## config.mk

```make
export PLATFORM = sky130hd
export DESIGN_NAME = alu_req_arbiter
export DESIGN_NICKNAME = d
export VERILOG_FILES = /design/src/rtl/alu_req_arbiter.sv
export SDC_FILE = /design/constraint.sdc
export NUM_CORES = 1
export LEC_CHECK = 0
export BUFFER_PORTS_ARGS = -buffer_cell sky130_fd_sc_hd__buf_4
export CORE_MARGIN = 4
export CORE_UTILIZATION = 46
export CTS_BUF_LIST = sky130_fd_sc_hd__clkbuf_16
export CTS_CLUSTER_DIAMETER = 40
export DETAILED_ROUTE_END_ITERATION = 12
export PLACE_DENSITY = 0.93
export SLEW_MARGIN = 5
export SYNTH_ARGS = -nofsm -noshare
export SYNTH_HDL_FRONTEND = slang
export SYNTH_SLANG_ARGS = --single-unit
```

## constraint.sdc

```tcl
create_clock -name Clk -period 3.53 [get_ports Clk]
set_clock_uncertainty 0.15 [all_clocks]
set_input_delay 0.5295 -clock Clk [delete_from_list [all_inputs] [get_ports Clk]]
set_output_delay 0.5295 -clock Clk [all_outputs]
set_load 0.1 [all_outputs]
```

## src/rtl/alu_req_arbiter.sv

```systemverilog
// alu_req_arbiter
//   Shares one combinational 8-bit ALU between two requesters. A request
//   (operands + opcode) is accepted on a valid/ready channel, its operands
//   are registered onto the ALU inputs and held for SETTLE_CYCLES cycles,
//   then AluOut is captured and returned on the owning requester's
//   valid/ready response channel.
//
// Ports
//   Clk, Reset            : clock (rising edge), synchronous active-high reset
//   ReqnValid/ReqnReady   : request handshake for requester n (n = 0, 1)
//   ReqnA/ReqnB/ReqnOp    : operands and opcode for requester n
//   RspnValid/RspnReady   : response handshake for requester n
//   RspnData              : 16-bit result for requester n (0 when not owner)
//   AluA/AluB/AluOp       : registered drive to the ALU inputs
//   AluOut                : ALU result
//   Busy                  : high whenever the arbiter is not idle
//   GrantId               : requester owning the current operation

module alu_req_arbiter #(
  parameter int unsigned SETTLE_CYCLES = 1
) (
  input  logic        Clk,
  input  logic        Reset,

  input  logic        Req0Valid,
  output logic        Req0Ready,
  input  logic [7:0]  Req0A,
  input  logic [7:0]  Req0B,
  input  logic [2:0]  Req0Op,

  input  logic        Req1Valid,
  output logic        Req1Ready,
  input  logic [7:0]  Req1A,
  input  logic [7:0]  Req1B,
  input  logic [2:0]  Req1Op,

  output logic        Rsp0Valid,
  input  logic        Rsp0Ready,
  output logic [15:0] Rsp0Data,

  output logic        Rsp1Valid,
  input  logic        Rsp1Ready,
  output logic [15:0] Rsp1Data,

  output logic [7:0]  AluA,
  output logic [7:0]  AluB,
  output logic [2:0]  AluOp,
  input  logic [15:0] AluOut,

  output logic        Busy,
  output logic        GrantId
);

  if (SETTLE_CYCLES < 1) begin : g_bad_settle
    $error("alu_req_arbiter: SETTLE_CYCLES must be >= 1");
  end

  localparam int unsigned CW = (SETTLE_CYCLES > 1) ? $clog2(SETTLE_CYCLES) : 1;

  typedef enum logic [1:0] {
    IDLE   = 2'd0,
    SETTLE = 2'd1,
    RESP   = 2'd2
  } state_t;

  state_t          state;
  logic            last_grant;
  logic [CW-1:0]   settle_cnt;
  logic [15:0]     result;
  logic            winner;
  logic            owner_rsp_ready;

  // Round robin: a lone requester wins outright; on a tie the requester
  // that did not win last time goes first.
  always_comb begin
    winner = 1'b0;
    if (Req0Valid && Req1Valid) begin
      winner = ~last_grant;
    end else if (Req1Valid) begin
      winner = 1'b1;
    end
  end

  // Ready is suppressed while Reset is asserted so nothing looks accepted
  // on the reset edge.
  assign Req0Ready = ~Reset && (state == IDLE) && Req0Valid && !winner;
  assign Req1Ready = ~Reset && (state == IDLE) && Req1Valid &&  winner;

  assign Rsp0Valid = (state == RESP) && !GrantId;
  assign Rsp1Valid = (state == RESP) &&  GrantId;
  assign Rsp0Data  = Rsp0Valid ? result : '0;
  assign Rsp1Data  = Rsp1Valid ? result : '0;

  // Only the owner's RspReady can complete the response.
  assign owner_rsp_ready = GrantId ? Rsp1Ready : Rsp0Ready;

  always_ff @(posedge Clk) begin
    if (Reset) begin
      state      <= IDLE;
      AluA       <= '0;
      AluB       <= '0;
      AluOp      <= '0;
      result     <= '0;
      GrantId    <= 1'b0;
      last_grant <= 1'b1;
      settle_cnt <= '0;
      Busy       <= 1'b0;
    end else begin
      case (state)
        IDLE: begin
          if (Req0Ready) begin
            AluA       <= Req0A;
            AluB       <= Req0B;
            AluOp      <= Req0Op;
            GrantId    <= 1'b0;
            last_grant <= 1'b0;
            settle_cnt <= CW'(SETTLE_CYCLES - 1);
            state      <= SETTLE;
            Busy       <= 1'b1;
          end else if (Req1Ready) begin
            AluA       <= Req1A;
            AluB       <= Req1B;
            AluOp      <= Req1Op;
            GrantId    <= 1'b1;
            last_grant <= 1'b1;
            settle_cnt <= CW'(SETTLE_CYCLES - 1);
            state      <= SETTLE;
            Busy       <= 1'b1;
          end
        end

        SETTLE: begin
          if (settle_cnt == '0) begin
            result <= AluOut;
            state  <= RESP;
          end else begin
            settle_cnt <= settle_cnt - 1'b1;
          end
        end

        RESP: begin
          if (owner_rsp_ready) begin
            state <= IDLE;
            Busy  <= 1'b0;
          end
        end

        default: begin
          state <= IDLE;
          Busy  <= 1'b0;
        end
      endcase
    end
  end

endmodule

```

# ---- Word-level counts from Yosys, hierarchy flattened
# Cells that the tools add are included.
dict set report totals {
  register_bits 41
  inputBits 60
  out_inout_bits 57
  wordCells 62
}
dict set report classes {
  add_sub_neg 1
  eq_ne 5
  muxes 25
  bitwise 4
  n_reduce_logical 18
}
# cell count
set op_table {}
lappend op_table {{$mux W16} 2}
lappend op_table {{$mux W8} 4}
lappend op_table {{$mux W1} 10}
lappend op_table {{$logic_and A1 B1 Y1} 8}
lappend op_table {{$mux W2} 4}
lappend op_table {{$mux W3} 2}
lappend op_table {{$pmux W2 S3} 1}
lappend op_table {{$reduce_and A2 Y1} 3}
lappend op_table {{$reduce_and A3 Y1} 2}
lappend op_table {{$ne A2 B2 Y1 const B} 2}
lappend op_table {{$not A1 Y1} 4}
lappend op_table {{$reduce_bool A2 Y1} 2}
lappend op_table {{$ne A3 B3 Y1 const B} 1}
lappend op_table {{$pmux W1 S3} 1}
lappend op_table {{$eq A2 B1 Y1 const B} 1}
lappend op_table {{$eq A2 B2 Y1 const B} 1}
lappend op_table {{$logic_not A1 Y1} 2}
lappend op_table {{$logic_not A2 Y1} 1}
lappend op_table {{$pmux W1 S2} 1}
lappend op_table {{$sub A1 B1 Y1 const B} 1}

# ---- Longest topological paths before layout
dict set report logic_depth {
  word_depth 7
  mapped_depth 6
  depth_no_buf 3
}

# ---- Least setup slack after synthesis
# No wires, ideal clock.
dict set report synth_timing {
  kind {register -> output}
  start {register GrantId}
  end {output Rsp1Data[10]}
  arrival_ns 3.313
  t_required_ns 2.850
  slack_ns -0.462
  stages_incl_launch_ff 5
  path_buffers 2
  cell_sequence {dfxtp_1 and3b_1 clkbuf_1 clkbuf_1 and2_1}
}
dict set report synth_via {
  elab_chain_len 2
}
# item line
set synth_lines {}
lappend synth_lines {{start: declaration} 51} ;# output logic GrantId
lappend synth_lines {{start signal: assignment} 104} ;# GrantId <= 1'b0;
lappend synth_lines {{start signal: assignment} 115} ;# GrantId <= 1'b0;
lappend synth_lines {{start signal: assignment} 124} ;# GrantId <= 1'b1;
lappend synth_lines {{$logic_and A1 B1 Y1} 90} ;# assign Rsp1Valid = (state == RESP) && GrantId;
lappend synth_lines {{via Rsp1Valid} 41} ;# output logic Rsp1Valid,
lappend synth_lines {{$mux W16} 92} ;# assign Rsp1Data = Rsp1Valid ? result : '0;
lappend synth_lines {{end: declaration} 43} ;# output logic [15:0] Rsp1Data,
# The timed path passes the listed nets, and every way through them passes these cells.

# ---- Final worst setup path
dict set report layout_timing {
  start {register state[1]}
  end {output Rsp0Data[15]}
}
dict set report layout_via {
  elab_chain_len 3
}
# item line
set layout_lines {}
lappend layout_lines {{start: declaration} 66} ;# state_t state;
lappend layout_lines {{start signal: assignment} 99} ;# state <= IDLE;
lappend layout_lines {{start signal: assignment} 118} ;# state <= SETTLE;
lappend layout_lines {{start signal: assignment} 127} ;# state <= SETTLE;
lappend layout_lines {{$eq A2 B2 Y1} 89} ;# assign Rsp0Valid = (state == RESP) && !GrantId;
lappend layout_lines {{$logic_and A1 B1 Y1} 89}
lappend layout_lines {{$mux W16} 91} ;# assign Rsp0Data = Rsp0Valid ? result : '0;
lappend layout_lines {{end: declaration} 39} ;# output logic [15:0] Rsp0Data,
# Every way passes these cells.

==> summary by stage <==
Timing
Timing would allow up to approximately 370 MHz. Dividing the final minimum period by the clock period gives 0.756. Setup repair after global routing left no endpoint under its margin. The final setup violation count is 0.

The worst slew margin relative to its limit is 0.417. The slew at the pin with the worst max-slew slack is 0.875 ns. The count of final hold-check violations came to 0. The final critical delay including setup and external delays is approximately 2.7 ns. The number of max-slew violations in the final report is 0. Summed over all failing endpoints, the final setup total negative slack is 0 ns.

Routing
The detailed-route wire length per cell is around 14 um. For this block, the via count after detailed routing is 1924. The initial detailed-routing violation count is 83. The total length of routed wires is 5110 um.

The remaining antenna violation count after routing is 0. The remaining routing DRC violations is 0. Dividing the detail-routed via count by the number of cells gives approximately 5. The number of detailed-route iterations in the first pass is 4.

Floorplanning
The total number of placement rows is 23. Pin placement for this block handled 117 I/O pins. The die covers roughly 5200 sq um. Measured along the x axis, the die boundary spans approximately 72 um. The floorplan step defined a core boundary enclosing about 4000 sq um. The die is between 70 and 80 um tall. The effective utilization at floorplan is 0.476.

Global routing
The number of global-route vias before repair was approximately 1800. The largest net degree at the start of global routing is 24. The first global-routing pass estimated about 8000 um of wire. The number of antenna violations at the first check in global routing was 0. The global-route usage over all layers is 0.193. The global-route congestion overflow total is 0.

Worst hold path
The number of stages on the worst hold path is 2. The start point of the worst hold path is result[1]. The endpoint of the worst hold-timing path is result[1].

The worst min-delay path category is reg -> reg.

Setup path
The kind of cell adding the most delay to the critical path is simple AND/OR/NAND/NOR gates. The number of buffers and inverters on the critical path is 1. For this run, the slowest stage of the critical path takes about 0.7 ns. The startpoint type of the worst setup path is a flip-flop.

The peak fanout along the critical path is 17. The signal on the critical path passes through nor3b_2 -> and2_1 -> buf_4. Data on the critical path arrives at its endpoint at between 1.5 and 2 ns. The startpoint identified for the worst register-to-register timing path is state[0].

The category of the worst setup path capture point is an output port. The worst setup path is of the reg -> out kind. The number of cells on the worst reg-to-reg path is 3.

The critical path data required time is roughly 2.9 ns. Setup slack on the worst reg-to-reg path comes out at 1.69 ns. The slowest stage of the critical path belongs to the cell sky130_fd_sc_hd__nor3b_2. The endpoint of the worst-slack reg-to-reg timing path is AluB[6].

Job
The number of maximum-capacitance constraint violations is 0.

Final layout
The number of fill cells is between 300 and 400. For this run, the post-layout net count is between 300 and 400. The repair_antennas step left the layout with diodes totalling 0. In the final layout, the share of cells above drive strength 1 is 0.433. The most frequent standard cell in the layout excluding fill and tap cells is sky130_fd_sc_hd__buf_4.

The area of combinational cells with multiple inputs is between 900 and 1000 sq um. The sequential cell area is about 800 sq um. In the layout the commonest cells are sky130_fd_sc_hd__buf_4, sky130_fd_sc_hd__nand2_1, sky130_fd_sc_hd__dfxtp_1.

From synthesis to final layout, the design area changed by 52.7%.

Yosys
The Yosys step of the flow raised 0 warnings. Counting every net in the synthesized netlist gives 282. Counting flops with a built-in enable in the synthesized netlist gives 0. The most used flip-flop cell after synthesis is sky130_fd_sc_hd__dfxtp_1. After synthesis the netlist holds a flip-flop and latch count of 40. The async set-or-reset flop fraction in the synthesized netlist is 0. The average footprint of a synthesized cell is about 8.6 sq um. The post-synthesis sequential area ratio is 0.420. The summed instance area of the synthesized netlist is around 1900 sq um.

The number of different library cells in the post-synthesis netlist is 30. Counting every instance in the synthesized netlist gives roughly 220.

Clocking
The clock tree synthesis step divided the H-tree into 2 levels. The longest clock path from root to sink contains 2 buffers. The clock net in this run drives a total of 40 sinks.

Post-CTS timing repair inserted 0 buffers for setup. TritonCTS built the clock tree. In this run the clock root is driven by a sky130_fd_sc_hd__clkbuf_16. The clock insertion delay at the later pin of the skew report is about 0.27 ns. In this run, post-CTS repair resized a total of 0 instances. After clock tree synthesis, the clock-pin slew on the worst setup and hold paths is approximately 0.06 ns.

Hold repair after CTS inserted 0 buffers. The total clock buffers created by CTS is 5.

Power
The total power is approximately 0.0015 W. The peak ir drop on the vdd network is 292 uV. The leakage power total is around 1.4 nW. The power density normalized to cell area is between 500 and 600 nW/um^2.

Placement
Input and output buffers added on the ports amount to 116. Summed over all nets, the half-perimeter wirelength after detailed placement is 3850 um. The final weighted congestion of routability-driven global placement is ~0.76.

Status
The flow ran to the end, and the final reports show no timing, DRC or antenna violations.
==> sequential cells by signal (all words and copies together) (netlist names) <==
name,count
AluA,8
AluOp,3
state,2
Busy,1
AluB,8
result,16
GrantId,1
last_grant,1
==> where the power goes <==
group | switching (W) | internal, W | leakage, nW | total [W]
Combinational | 0.000322 | 0.000128 | 0.954 | 0.000450
Clock | 0.000163 | 0.000329 | 0.0850 | 0.000492
Sequential | 0.0000306 | 0.000494 | 0.329 | 0.000525
Total | 0.000515 | 0.000952 | 1.37 | 0.00147
==> layout make-up <==
type,count,area share
Multi-Input combinational cell,162,0.343
Tap cell,50,0.0215
Clock inverter,3,0.0133
Sequential cell,40,0.275
Clock buffer,5,0.0430
Timing Repair Buffer,118,0.304
==> Yosys cell counts, types with 2 or more instances <==
master,n,area share
sky130_fd_sc_hd__buf_6,3,0.018
sky130_fd_sc_hd__a221o_1,19,0.10
sky130_fd_sc_hd__clkbuf_1,7,0.014
sky130_fd_sc_hd__nor2_1,2,0.0039
sky130_fd_sc_hd__nand2b_1,2,0.0066
sky130_fd_sc_hd__a21oi_1,18,0.047
sky130_fd_sc_hd__and2_1,33,0.11
sky130_fd_sc_hd__nor3_1,10,0.026
sky130_fd_sc_hd__nand2_1,52,0.10
sky130_fd_sc_hd__dfxtp_1,40,0.42
sky130_fd_sc_hd__nor3_2,10,0.053
sky130_fd_sc_hd__buf_2,7,0.018
sky130_fd_sc_hd__buf_4,2,0.0079
==> worst min-delay path: stages, from the launching register on <==
cell and delay [ns]:
sky130_fd_sc_hd__dfxtp_1 0.31, sky130_fd_sc_hd__nand2_1 0.05, sky130_fd_sc_hd__a21oi_1 0.05
==> how the worst max path moves through the flow <==
stage	startpoint	end	slack, ns	cells after the start
floorplan	GrantId	Rsp1Data[10]	0.03	4
global placement	Reset	Req0Ready	1.13	4
detailed placement	state[1]	Rsp0Data[15]	1.11	3
CTS	state[1]	Rsp0Data[15]	0.81	3
global route	state[1]	Rsp0Data[10]	0.61	3
finish	state[1]	Rsp0Data[15]	0.86	3
==> metal layers <==
metal  vias to the layer above  wire (um)  part of all wire  track usage
li1                        978          -                 -            -
met1                       835       1980              0.39        0.218
met2                       106       2310              0.45        0.329
met3                         5        773              0.15       0.0900
met4                         0         42            0.0082       0.0501
met5                         -          0                 0            0
==> metrics by stage <==
stage,instances,hold slack (ns),cell area [sq um],worst slack [ns],util
2_1_floorplan,222,0.290,1910,0.0270,-
3_3_place_gp,370,0.297,2750,1.13,0.687
3_5_place_dp,370,0.303,2750,1.11,0.687
4_1_cts,378,0.312,2910,0.814,0.728
5_1_grt,378,0.318,2910,0.608,0.728
6_report,378,0.308,2910,0.860,0.728
==> cells by family after synthesis <==
| group | Yosys count | share of synthesized area |
|---|---|---|
| buf+inv | 20 | 0.0604 |
| flops | 40 | 0.420 |
| mux | 1 | 0.00525 |
| compound gates | 41 | 0.165 |
| simple gates | 120 | 0.349 |
Note: power is estimated with default switching activity, not from simulation.
